<file path="src/rtl/pkt_gate.sv">
// Packet gate: takes one forward/drop decision per buffered packet from the header filter,
// then streams the packet out on AXI4-Stream or drains it, and releases the filter afterwards.
module pkt_gate #(
    parameter int C_M_AXIS_DATA_WIDTH  = 256,
    parameter int C_M_AXIS_TUSER_WIDTH = 128,
    parameter int CNT_WIDTH            = 32
) (
    input  logic                                 axi_aclk,
    input  logic                                 axi_areset,
    input  logic                                 s_send,
    input  logic                                 s_send_rd,
    output logic                                 hdr_clear,
    input  logic [C_M_AXIS_DATA_WIDTH-1:0]       fifo_tdata,
    input  logic [C_M_AXIS_DATA_WIDTH/8-1:0]     fifo_tkeep,
    input  logic [C_M_AXIS_TUSER_WIDTH-1:0]      fifo_tuser,
    input  logic                                 fifo_tlast,
    input  logic                                 fifo_empty,
    output logic                                 fifo_rd_en,
    output logic [C_M_AXIS_DATA_WIDTH-1:0]       m_axis_tdata,
    output logic [C_M_AXIS_DATA_WIDTH/8-1:0]     m_axis_tkeep,
    output logic [C_M_AXIS_TUSER_WIDTH-1:0]      m_axis_tuser,
    output logic                                 m_axis_tlast,
    output logic                                 m_axis_tvalid,
    input  logic                                 m_axis_tready,
    output logic [CNT_WIDTH-1:0]                 pkt_fwd_count,
    output logic [CNT_WIDTH-1:0]                 pkt_drop_count
);

    localparam logic [CNT_WIDTH-1:0] CNT_ONE = CNT_WIDTH'(32'd1);

    typedef enum logic [2:0] {
        ST_IDLE    = 3'd0,
        ST_DECIDE  = 3'd1,
        ST_FORWARD = 3'd2,
        ST_DROP    = 3'd3,
        ST_CLEAR   = 3'd4,
        ST_HOLD    = 3'd5
    } state_t;

    state_t                 state_r;
    logic                   hdr_clear_r;
    logic [CNT_WIDTH-1:0]   fwd_cnt_r;
    logic [CNT_WIDTH-1:0]   drop_cnt_r;

    logic                   fwd_active_s;
    logic                   drop_active_s;
    logic                   tvalid_s;
    logic                   pop_s;
    logic                   last_pop_s;

    // Datapath strobes decoded from the state; held low while reset is asserted so a
    // mid-packet reset never pops or presents a word during the reset cycle itself.
    always_comb begin
        fwd_active_s  = 1'b0;
        drop_active_s = 1'b0;
        pop_s         = 1'b0;
        if (axi_areset) begin
            fwd_active_s  = 1'b0;
            drop_active_s = 1'b0;
        end else begin
            fwd_active_s  = (state_r == ST_FORWARD);
            drop_active_s = (state_r == ST_DROP);
        end
        tvalid_s = fwd_active_s & ~fifo_empty;
        if (fwd_active_s) begin
            pop_s = tvalid_s & m_axis_tready;
        end else if (drop_active_s) begin
            pop_s = ~fifo_empty;
        end else begin
            pop_s = 1'b0;
        end
        last_pop_s = pop_s & fifo_tlast;
    end

    assign m_axis_tdata   = fifo_tdata;
    assign m_axis_tkeep   = fifo_tkeep;
    assign m_axis_tuser   = fifo_tuser;
    assign m_axis_tlast   = fifo_tlast;
    assign m_axis_tvalid  = tvalid_s;
    assign fifo_rd_en     = pop_s;
    assign hdr_clear      = hdr_clear_r & ~axi_areset;
    assign pkt_fwd_count  = fwd_cnt_r;
    assign pkt_drop_count = drop_cnt_r;

    // Packet sequencing FSM with the registered release pulse and packet counters.
    always_ff @(posedge axi_aclk) begin
        if (axi_areset) begin
            state_r     <= ST_IDLE;
            hdr_clear_r <= 1'b0;
            fwd_cnt_r   <= '0;
            drop_cnt_r  <= '0;
        end else begin
            hdr_clear_r <= 1'b0;
            case (state_r)
                ST_IDLE: begin
                    if (s_send_rd) begin
                        state_r <= ST_DECIDE;
                    end else begin
                        state_r <= ST_IDLE;
                    end
                end
                ST_DECIDE: begin
                    if (s_send) begin
                        state_r <= ST_FORWARD;
                    end else begin
                        state_r <= ST_DROP;
                    end
                end
                ST_FORWARD: begin
                    if (last_pop_s) begin
                        state_r     <= ST_CLEAR;
                        hdr_clear_r <= 1'b1;
                        fwd_cnt_r   <= fwd_cnt_r + CNT_ONE;
                    end else begin
                        state_r <= ST_FORWARD;
                    end
                end
                ST_DROP: begin
                    if (last_pop_s) begin
                        state_r     <= ST_CLEAR;
                        hdr_clear_r <= 1'b1;
                        drop_cnt_r  <= drop_cnt_r + CNT_ONE;
                    end else begin
                        state_r <= ST_DROP;
                    end
                end
                ST_CLEAR: begin
                    state_r <= ST_HOLD;
                end
                // The filter's pending flag is still the old one here, so it is not examined.
                ST_HOLD: begin
                    state_r <= ST_IDLE;
                end
                default: begin
                    state_r <= ST_IDLE;
                end
            endcase
        end
    end

endmodule

</file>
<file path="config.mk">
export PLATFORM = sky130hd
export DESIGN_NAME = pkt_gate
export DESIGN_NICKNAME = d
export VERILOG_FILES = /design/src/rtl/pkt_gate.sv
export SDC_FILE = /design/constraint.sdc
export NUM_CORES = 1
export LEC_CHECK = 0
export BUFFER_PORTS_ARGS = -buffer_cell sky130_fd_sc_hd__buf_2
export CORE_AREA = 2 2 357 359
export DETAILED_ROUTE_END_ITERATION = 8
export DIE_AREA = 0 0 359 361
export GPL_ROUTABILITY_DRIVEN = 0
export GPL_TIMING_DRIVEN = 0
export SLEW_MARGIN = 15
export SYNTH_ARGS = -nofsm -noshare
export SYNTH_HDL_FRONTEND = slang
export SYNTH_SLANG_ARGS = --single-unit
</file>
<file path="constraint.sdc">
create_clock -name axi_aclk -period 2.85 [get_ports axi_aclk]
set_input_delay 0.57 -clock axi_aclk [delete_from_list [all_inputs] [get_ports axi_aclk]]
set_output_delay 0.57 -clock axi_aclk [all_outputs]
set_load 0.05 [all_outputs]
</file>
==> flow_summary.json <==
{
  "tightest_slew_ns": 0.9473,
  "wire_per_inst_um": 18.20,
  "startpoint_type": "register",
  "fillerInstances": 14600,
  "cp_max_fo": 10,
  "num_rows": 130,
  "yosys.area.top_type": "buf_4",
  "drive_gt1_frac": 0.7055,
  "dpl-instance-area_mm2": 0.01106,
  "final_antenna_net_count": 0,
  "area_growth_syn_to_layout_pct": 74.78,
  "vias": 7337,
  "grt_max_degree": 15,
  "initial_core_util": 0.05218,
  "routed_wl_um": 54530,
  "grt.total_usage": 0.07862,
  "synth_cell_type_count": 36,
  "cp-end-kind": "register",
  "hpwl_um": 50540,
  "drc": 0,
  "fp.dieH_um": 361,
  "ys_ff_latch": 68,
  "die_width_um": 359,
  "async_flop_share": 0,
  "htree_levels": 3,
  "status": "finished, final reports clean",
  "crit_type": "reg2reg",
  "drtIter0Drc": 265,
  "clock.fmax_mhz": 361.8,
  "crit_arrival_ns": 3.01,
  "stdcell_area_mm2": 0.01144,
  "period_share": 0.9699,
  "grt_pass1_vias": 6599,
  "ys_warn_count": 0,
  "seq_power_share": 0.227,
  "nets": 1751,
  "clk_latency_ns": 0.37,
  "syn_area_mm2": 0.006544,
  "p_leak_uw": 0.005176,
  "layout_commonest_cell": "buf_2",
  "relSlewSlack": 0.3685,
  "p_sw_uw": 2004,
  "globalRoute.totalOverflow": 0,
  "setup_viol": 0,
  "power_frac_clock": 0.295,
  "grt_pass1_wl_um": 66430,
  "design.core.area_mm2": 0.1254,
  "viasPerCell": 2.449,
  "finalMaxSlewViolations": 0,
  "combPwrFrac": 0.478,
  "layout_common_cells": "490 x buf_2, 420 x buf_4, 68 x dfxtp_1, 44 x a21oi_1, 39 x or4_1",
  "synthCells": 826,
  "synth_top_area_frac": 0.4784,
  "required_ns": 3.10,
  "cts_made_buffers": 9,
  "fin_util": 0.09120,
  "power_density_mw_per_mm2": 369.5,
  "maxCapViolCount": 0,
  "grt_antenna_before_repair": 29,
  "layout_min_cycle_time_ns": 2.764,
  "hp-class": "reg2reg",
  "root_buffer": "clkbuf_16",
  "hold_viol_final": 0,
  "synth_ff_type": "dfxtp_1",
  "dp_cells": 2965,
  "p_sw_frac": 0.4742,
  "ir_drop_mv": 0.3938,
  "synth_edf_count": 0,
  "dp_slack_ns": -1.012,
  "place.port_buffers": 489,
  "yosysSeqAreaShare": 0.2080,
  "drtPass1Iterations": 6,
  "rsz0062_at_grt": "false",
  "cts.sinks": 68,
  "cts_tree": "done",
  "skew_ns": 0.01166,
  "clkTransAtPathRegs_ns": 0.06,
  "layoutNonFillerInstCount": 2996,
  "cts_buffer_depth": 2,
  "io_pins": 907,
  "internal_power_uw": 2222,
  "timing.final.ws_setup_ns": 0.08581,
  "die_area_mm2": 0.1296,
  "hold_buffers": 0,
  "syn_avg_cell_area_um2": 7.922,
  "syn_nets": 1251,
  "synth.area.top_cells": "buf_4 48%, dfxtp_1 21%, or4_1 4.5%",
  "finalPower_uw": 4226
}
==> power groups by stage <==
stage                     combinational [µW]  sequential [µW]  clock (µW)
after floorplan                         1610              979           0
after detailed placement                2060              980           0
after global routing                    2090              959        1320
final                                   2020              958        1250
after CTS                               2060              958        1310
after global placement                  2060              980           0
==> routing by layer <==
metal,global-route usage,routed length [µm],up-vias
met5,0.007769,142,-
met4,0.02507,1489,22
met3,0.03161,5082,61
met2,0.1320,26260,511
met1,0.09014,21550,3329
li1,-,-,3414
==> cells by family (layout without fill, tap and decap cells) <==
| logic type | count (synthesis) | in the layout | share of synthesized area |
|---|---|---|---|
| buffers and inverters | 465 | 970 | 0.5098 |
| AND/OR/NAND/NOR | 182 | 182 | 0.1665 |
| AO/OA/AOI/OAI | 87 | 87 | 0.07954 |
| flip-flops | 68 | 68 | 0.2080 |
| XOR/XNOR | 14 | 14 | 0.01874 |
| multiplexers | 8 | 8 | 0.01357 |
| adder cells (fa/ha/maj) | 2 | 2 | 0.003823 |
| other | 0 | 15 | 0 |
==> sequential cells by signal, summed over array words and instances, names as in the netlist <==
| signal | count |
|---|---|
| pkt_drop_count | 32 |
| pkt_fwd_count | 32 |
| state_r | 3 |
| hdr_clear_r | 1 |
==> path summary, 6_finish.rpt <==
| path | from | to | slack [ns] | cells past startpoint |
|---|---|---|---|---|
| worst min-delay path | pkt_fwd_count[25] | pkt_fwd_count[25] | 0.50 | 2 |
| worst max-delay path | state_r[2] | pkt_drop_count[31] | 0.09 | 6 |
| worst max register to register | state_r[2] | pkt_drop_count[31] | 0.09 | 6 |
| worst min register to register | pkt_fwd_count[25] | pkt_fwd_count[25] | 0.50 | 2 |
==> synthesized netlist by cell type, types with 2 or more instances <==
| master | number |
|---|---|
| dfxtp_1 | 68 |
| buf_4 | 417 |
| a21oi_1 | 44 |
| o21ai_0 | 10 |
| xnor2_1 | 10 |
| and4_1 | 7 |
| nand2_1 | 20 |
| and2_1 | 4 |
| or3_1 | 11 |
| or2_2 | 2 |
| and3_1 | 2 |
| inv_1 | 17 |
| nand4_1 | 20 |
| nor4_1 | 16 |
| xor2_1 | 4 |
| o41ai_1 | 2 |
| mux2_2 | 6 |
| o31ai_1 | 31 |
| or4_1 | 39 |
| clkbuf_1 | 23 |
| ha_1 | 2 |
| nor2_1 | 25 |
| buf_6 | 3 |
| nand3_1 | 19 |
| buf_2 | 2 |
| or4b_1 | 3 |
| nor2b_1 | 8 |
| buf_1 | 3 |
==> worst max-delay path, cell delays in order, from the launching register on <==
cell and delay (ns):
dfxtp_1 0.35, or4b_1 0.54, buf_4 0.18, or4_4 0.54, buf_6 0.21, nor4_4 0.48, mux2_4 0.34
==> area by class of cell <==
cell class	instances	area (µm²)	area share
plain buffers	446	3259	0.2850
repair buffers	491	2462	0.2153
well taps	1650	2064	0.1805
multi-input cells	293	1881	0.1644
flip-flops and latches	68	1361	0.1190
clock buffers	9	225.2	0.01969
clock inverters	7	82.58	0.007220
inverters	17	63.81	0.005579
diodes	15	37.54	0.003282
==> timing repair <==
action / CTS / global route
pin swaps: 3 / 1
endpoints found under the setup margin: 2 / 2
buffers inserted: 0 / 2
gates resized for setup: 5 / 0
hold endpoints to repair: 0 / 0
cloned: 0 / 0
==> per-stage QoR <==
| step | TNS (ns) | hold WS, ns |
|---|---|---|
| 2_1_floorplan | 0 | 0.4657 |
| 3_3_place_gp | -6.675 | 0.4587 |
| 3_5_place_dp | -7.212 | 0.4818 |
| 4_1_cts | 0 | 0.4859 |
| 5_1_grt | 0 | 0.5192 |
| 6_report | 0 | 0.4961 |
(Power assumes the default switching activity.)
